File: config.mk
export PLATFORM = sky130hd
export DESIGN_NAME = mem_access_unit
export DESIGN_NICKNAME = d
export VERILOG_FILES = /design/src/rtl/mem_access_unit.sv
export SDC_FILE = /design/constraint.sdc
export NUM_CORES = 1
export LEC_CHECK = 0
export ABC_AREA = 1
export CORE_MARGIN = 3
export CORE_UTILIZATION = 53
export CTS_CLUSTER_DIAMETER = 200
export DETAILED_ROUTE_END_ITERATION = 7
export PLACE_DENSITY = 0.91
export SLEW_MARGIN = 10
export SYNTH_ARGS = -nofsm -noshare
export SYNTH_HDL_FRONTEND = slang
export SYNTH_SLANG_ARGS = --single-unit
export TNS_END_PERCENT = 10
File: constraint.sdc
create_clock -name clk -period 8.34 [get_ports clk]
set_input_delay 1.251 -clock clk [delete_from_list [all_inputs] [get_ports clk]]
set_output_delay 1.251 -clock clk [all_outputs]
set_load 0.005 [all_outputs]
File: src/rtl/mem_access_unit.sv
// mem_access_unit
// ---------------
// Sequences single-word loads, single-word stores and forward block copies
// against a synchronous-read data memory (read data appears the cycle after
// the address is presented).
//
// Handshake: a request is taken on a rising edge where req_valid && req_ready.
// req_ready is high only while the unit is idle, and every req_* field is
// captured on that edge, so the requester may change them freely afterwards.
// Completion is reported by a one-cycle done pulse; err is meaningful only
// while done is high.
//
// Ports
//   clk, rst            clock, synchronous active-high reset
//   req_valid/req_ready request handshake
//   req_op              00 load, 01 store, 10 block copy, 11 reserved
//   req_addr            load/store address, copy source base
//   req_dst, req_len    copy destination base and length in words
//   req_wdata           store data
//   done, err           completion pulse, reserved-op flag
//   rdata               last load result
//   mem_addr/mem_wen/mem_din/mem_dout  memory port
//   dbg_state           current FSM state, for observation only
module mem_access_unit #(
    parameter int ADDR_W = 10,
    parameter int DATA_W = 16
) (
    input  logic              clk,
    input  logic              rst,
    input  logic              req_valid,
    output logic              req_ready,
    input  logic [1:0]        req_op,
    input  logic [ADDR_W-1:0] req_addr,
    input  logic [ADDR_W-1:0] req_dst,
    input  logic [ADDR_W-1:0] req_len,
    input  logic [DATA_W-1:0] req_wdata,
    output logic              done,
    output logic              err,
    output logic [DATA_W-1:0] rdata,
    output logic [ADDR_W-1:0] mem_addr,
    output logic              mem_wen,
    output logic [DATA_W-1:0] mem_din,
    input  logic [DATA_W-1:0] mem_dout,
    output logic [2:0]        dbg_state
);

    typedef enum logic [2:0] {
        S_IDLE    = 3'd0,
        S_LD_ADDR = 3'd1,
        S_LD_DATA = 3'd2,
        S_ST      = 3'd3,
        S_CP_RD   = 3'd4,
        S_CP_WR   = 3'd5,
        S_DONE    = 3'd6
    } state_e;

    state_e              state_q, state_d;
    logic [ADDR_W-1:0]   addr_q, addr_d;
    logic [ADDR_W-1:0]   dst_q, dst_d;
    logic [ADDR_W-1:0]   len_q, len_d;
    logic [DATA_W-1:0]   wdata_q, wdata_d;
    logic [ADDR_W-1:0]   idx_q, idx_d;
    logic [DATA_W-1:0]   rdata_q, rdata_d;
    logic                err_q, err_d;
    // Last address driven; keeps mem_addr stable while the unit is idle.
    logic [ADDR_W-1:0]   maddr_q, maddr_d;

    logic [ADDR_W-1:0]   mem_addr_c;
    logic                mem_wen_c;
    logic [DATA_W-1:0]   mem_din_c;

    always_ff @(posedge clk) begin
        if (rst) begin
            state_q <= S_IDLE;
            addr_q  <= '0;
            dst_q   <= '0;
            len_q   <= '0;
            wdata_q <= '0;
            idx_q   <= '0;
            rdata_q <= '0;
            err_q   <= 1'b0;
            maddr_q <= '0;
        end else begin
            state_q <= state_d;
            addr_q  <= addr_d;
            dst_q   <= dst_d;
            len_q   <= len_d;
            wdata_q <= wdata_d;
            idx_q   <= idx_d;
            rdata_q <= rdata_d;
            err_q   <= err_d;
            maddr_q <= maddr_d;
        end
    end

    always_comb begin
        state_d    = state_q;
        addr_d     = addr_q;
        dst_d      = dst_q;
        len_d      = len_q;
        wdata_d    = wdata_q;
        idx_d      = idx_q;
        rdata_d    = rdata_q;
        err_d      = err_q;
        mem_addr_c = maddr_q;
        mem_wen_c  = 1'b0;
        mem_din_c  = '0;

        unique case (state_q)
            S_IDLE: begin
                if (req_valid) begin
                    addr_d  = req_addr;
                    dst_d   = req_dst;
                    len_d   = req_len;
                    wdata_d = req_wdata;
                    idx_d   = '0;
                    err_d   = 1'b0;
                    unique case (req_op)
                        2'b00: state_d = S_LD_ADDR;
                        2'b01: state_d = S_ST;
                        2'b10: state_d = (req_len == '0) ? S_DONE : S_CP_RD;
                        default: begin
                            state_d = S_DONE;
                            err_d   = 1'b1;
                        end
                    endcase
                end
            end
            S_LD_ADDR: begin
                mem_addr_c = addr_q;
                state_d    = S_LD_DATA;
            end
            S_LD_DATA: begin
                // Memory has registered addr_q on the previous edge.
                rdata_d = mem_dout;
                state_d = S_DONE;
            end
            S_ST: begin
                mem_addr_c = addr_q;
                mem_din_c  = wdata_q;
                mem_wen_c  = 1'b1;
                state_d    = S_DONE;
            end
            S_CP_RD: begin
                mem_addr_c = addr_q + idx_q;
                state_d    = S_CP_WR;
            end
            S_CP_WR: begin
                // mem_dout holds the source word fetched in CP_RD; because each
                // read follows the previous write, overlapping ranges copy forward.
                mem_addr_c = dst_q + idx_q;
                mem_din_c  = mem_dout;
                mem_wen_c  = 1'b1;
                if (idx_q == len_q - ADDR_W'(1)) begin
                    state_d = S_DONE;
                end else begin
                    idx_d   = idx_q + ADDR_W'(1);
                    state_d = S_CP_RD;
                end
            end
            S_DONE: begin
                state_d = S_IDLE;
            end
            default: begin
                state_d = S_IDLE;
            end
        endcase

        maddr_d = mem_addr_c;
    end

    assign req_ready = (state_q == S_IDLE);
    assign done      = (state_q == S_DONE);
    assign err       = done & err_q;
    assign rdata     = rdata_q;
    assign mem_addr  = mem_addr_c;
    // Gated by rst so an abort suppresses the write in the same cycle.
    assign mem_wen   = mem_wen_c & ~rst;
    assign mem_din   = mem_din_c;
    assign dbg_state = state_q;

endmodule

==> run metrics <==
status=finished, final reports clean; CORE AREA=7970 um^2; Psw=0.396 mW; CP Capture Type=output pin; CP max stage cell=nand3_1; Slew Limit Fails=0; hold-critical path depth=2; # fillers=611; Vias/cell=5.48; root buffer cell=clkbuf_8; H-tree depth=3; Iter 0 DRT Violations=239; vias in the first global route=4694; Util after Layout=73.4%; I/O Buffers=115; Max Root-Sink Buffers=2; Leak Pwr=2.42 nW; Site Rows=32; Unique masters post-synth=34; global-route wire length before repair=22.1 mm; Placement Cell Area=5660 um^2; FF-to-FF path depth=14; sequential share of power=44.1%; Post-CTS Setup Bufs=0; period utilization=64.2%; total of max-cap violations=0; Mapped Cells=667; via count=4788; P per Cell Area=192 nW/um^2; Syn Std Cell Area=4480 um^2; sequential area share after synthesis=38.4%; HPWL Detailed=9.83 mm; Reg clk slew, reported paths=0.09 ns; Gate power share=30.4%; die width=98.0 um; antenna-violating nets left=0; initial antenna violation count=0; cell with the most instances on the worst path=nand2_1; crit-path cells=nand3_1 -> o21ai_0 -> ha_1 -> inv_1 -> fa_1 -> inv_1 -> nand3_1 -> nand2_1 -> nand2_1 -> nand2_1 -> a21oi_1 -> or2_2 -> nand3_1 -> nand2_1 -> clkdlybuf4s50_1; total die area=9600 um^2; Die Height=98.0 um; Tot GR Track Use=28.0%; Clock power frac=25.5%; Mapped Nets=746; Slew @ Worst Pin=0.986 ns; nets=845; Num Clock Sinks=86; drt first pass iters=5; internal power=0.729 mW; Top Ports=116; Sum Neg Setup Slack=0 ns; Yosys reg bits=86; post-cts hold buffer count=0; design area=5850 um^2; worst-skew pair later-pin latency=0.37 ns; most frequent cells in the layout=nand2_1 (142), clkdlybuf4s50_1 (115), dfxtp_1 (86), o21ai_0 (85), inv_1 (73); DRC errors left=0; CP max stage delay=0.76 ns; Antenna diodes=0; Avg WL per Cell=15.4 um; Max VDD drop=0.156 mV; Critical Path Fanout Max=30; Area Growth Syn to Fin=30.5%; Critical Path Source Type=register; RSZ-0062 raised after global routing=no; CTS buffer count=9; total grt overflow=0; commonest non-fill, non-tap cell in the layout=nand2_1; post-layout min period=5.36 ns; final setup fails=0; Critical Setup Path Class=register to output pin; required time of the critical path=7.09 ns; Ys Warns=0; Clock Skew=0.0161 ns; share of layout cells above drive strength 1=4.15%; largest net degree at the start of global routing=85; Resized cells post-CTS=0; critical path arrival=4.11 ns; routability cong.=0.935; worst rel slew slack=34.1%; endpoints failing hold=0; switching fraction of total power=35.2%; min-delay worst type=register to register; fmax=0.187 GHz; Syn Area/Cell=6.72 um^2; Routed Wire Length=13.5 mm; initial cell density of the core=56.3%; CTS tree=done
## synthesized netlist by cell type (all sizes together)
master | number | area share [%]
nand2 | 145 | 12
dfxtp | 86 | 38
o21ai | 85 | 9.5
inv | 74 | 6.2
a21oi | 71 | 8.0
nor2 | 66 | 5.7
nand3 | 48 | 5.5
clkbuf | 20 | 1.7
buf | 11 | 1.3
ha | 11 | 3.1
xor2 | 8 | 1.6
a22oi | 7 | 1.2
nor3 | 6 | 0.67
a31oi | 5 | 0.70
or2 | 4 | 0.56
xnor2 | 4 | 0.78
nand3b | 3 | 0.50
nand4 | 3 | 0.42
a21boi | 2 | 0.33
nor3b | 2 | 0.33
nor4 | 2 | 0.28
a21o | 1 | 0.17
fa | 1 | 0.45
o211ai | 1 | 0.17
o21bai | 1 | 0.17
## final timing paths
| kind | startpoint | end | slack (ns) |
|---|---|---|---|
| max reg2reg | dbg_state[0]$_SDFFE_PP0P_ | maddr_q[6]$_SDFF_PP0_ | 4.93 |
| min | wdata_q[12]$_SDFFE_PP0P_ | wdata_q[12]$_SDFFE_PP0P_ | 0.45 |
| max | dbg_state[0]$_SDFFE_PP0P_ | mem_addr[6] | 2.98 |
| min reg2reg | wdata_q[12]$_SDFFE_PP0P_ | wdata_q[12]$_SDFFE_PP0P_ | 0.45 |
## area by class of cell
type	instances	area (um^2)	share of cell area [%]
Timing Repair Buffer	119	1180	20.2
Multi-Input combinational cell	476	2350	40.2
Inverter	74	278	4.75
Clock inverter	6	53.8	0.919
Tap cell	102	128	2.18
Clock buffer	10	138	2.35
Sequential cell	86	1720	29.4
## cells by family (layout without fill, tap and decap cells)
kind of cell / count (synthesis) / count (layout) / synth area share [%]
AND/OR/NAND/NOR: 279 / 279 / 26.3
buffers and inverters: 105 / 209 / 9.18
AO/OA/AOI/OAI: 173 / 173 / 20.2
XOR/XNOR: 12 / 12 / 2.34
flip-flops: 86 / 86 / 38.4
adder cells (fa/ha/maj): 12 / 12 / 3.52
## registers in the layout, summed over array words and instances (netlist names)
name and flops:
rdata 16, err_q 1, wdata_q 16, dbg_state 3, len_q 10, idx_q 10, maddr_q 10, dst_q 10
addr_q 10
## power groups by stage
stage | Sequential [mW] | Clock (mW) | Combinational (mW)
after floorplan | 0.495 | 0 | 0.205
after global placement | 0.502 | 0 | 0.325
after detailed placement | 0.504 | 0 | 0.336
after CTS | 0.495 | 0.290 | 0.340
after global routing | 0.501 | 0.313 | 0.383
final | 0.496 | 0.287 | 0.342
## per-layer routing
metal,share of wire (%),up-vias,global-route usage [%]
met5,0,-,0
li1,-,2380,-
met4,2.9,0,10.9
met3,8.7,39,9.57
met1,42,2190,35.5
met2,46,179,44.0
## critical path: cells and delay by family, from the launching register on
kind / cells / cell delay [ns]
compound gates: 2 / 0.50
fa+ha+maj: 2 / 0.59
buf+inv: 3 / 0.61
flops: 1 / 0.50
simple gates: 8 / 1.53
## per-stage QoR
step,setup WS (ns),std cells,total power [mW],hold slack (ns)
after floorplan,4.54,667,0.700,0.424
after detailed placement,3.41,857,0.840,0.439
final,2.98,873,1.12,0.450
after CTS,2.99,873,1.12,0.452
after global placement,3.56,857,0.827,0.433
after global routing,2.59,873,1.20,0.466
(Power assumes the default switching activity.)
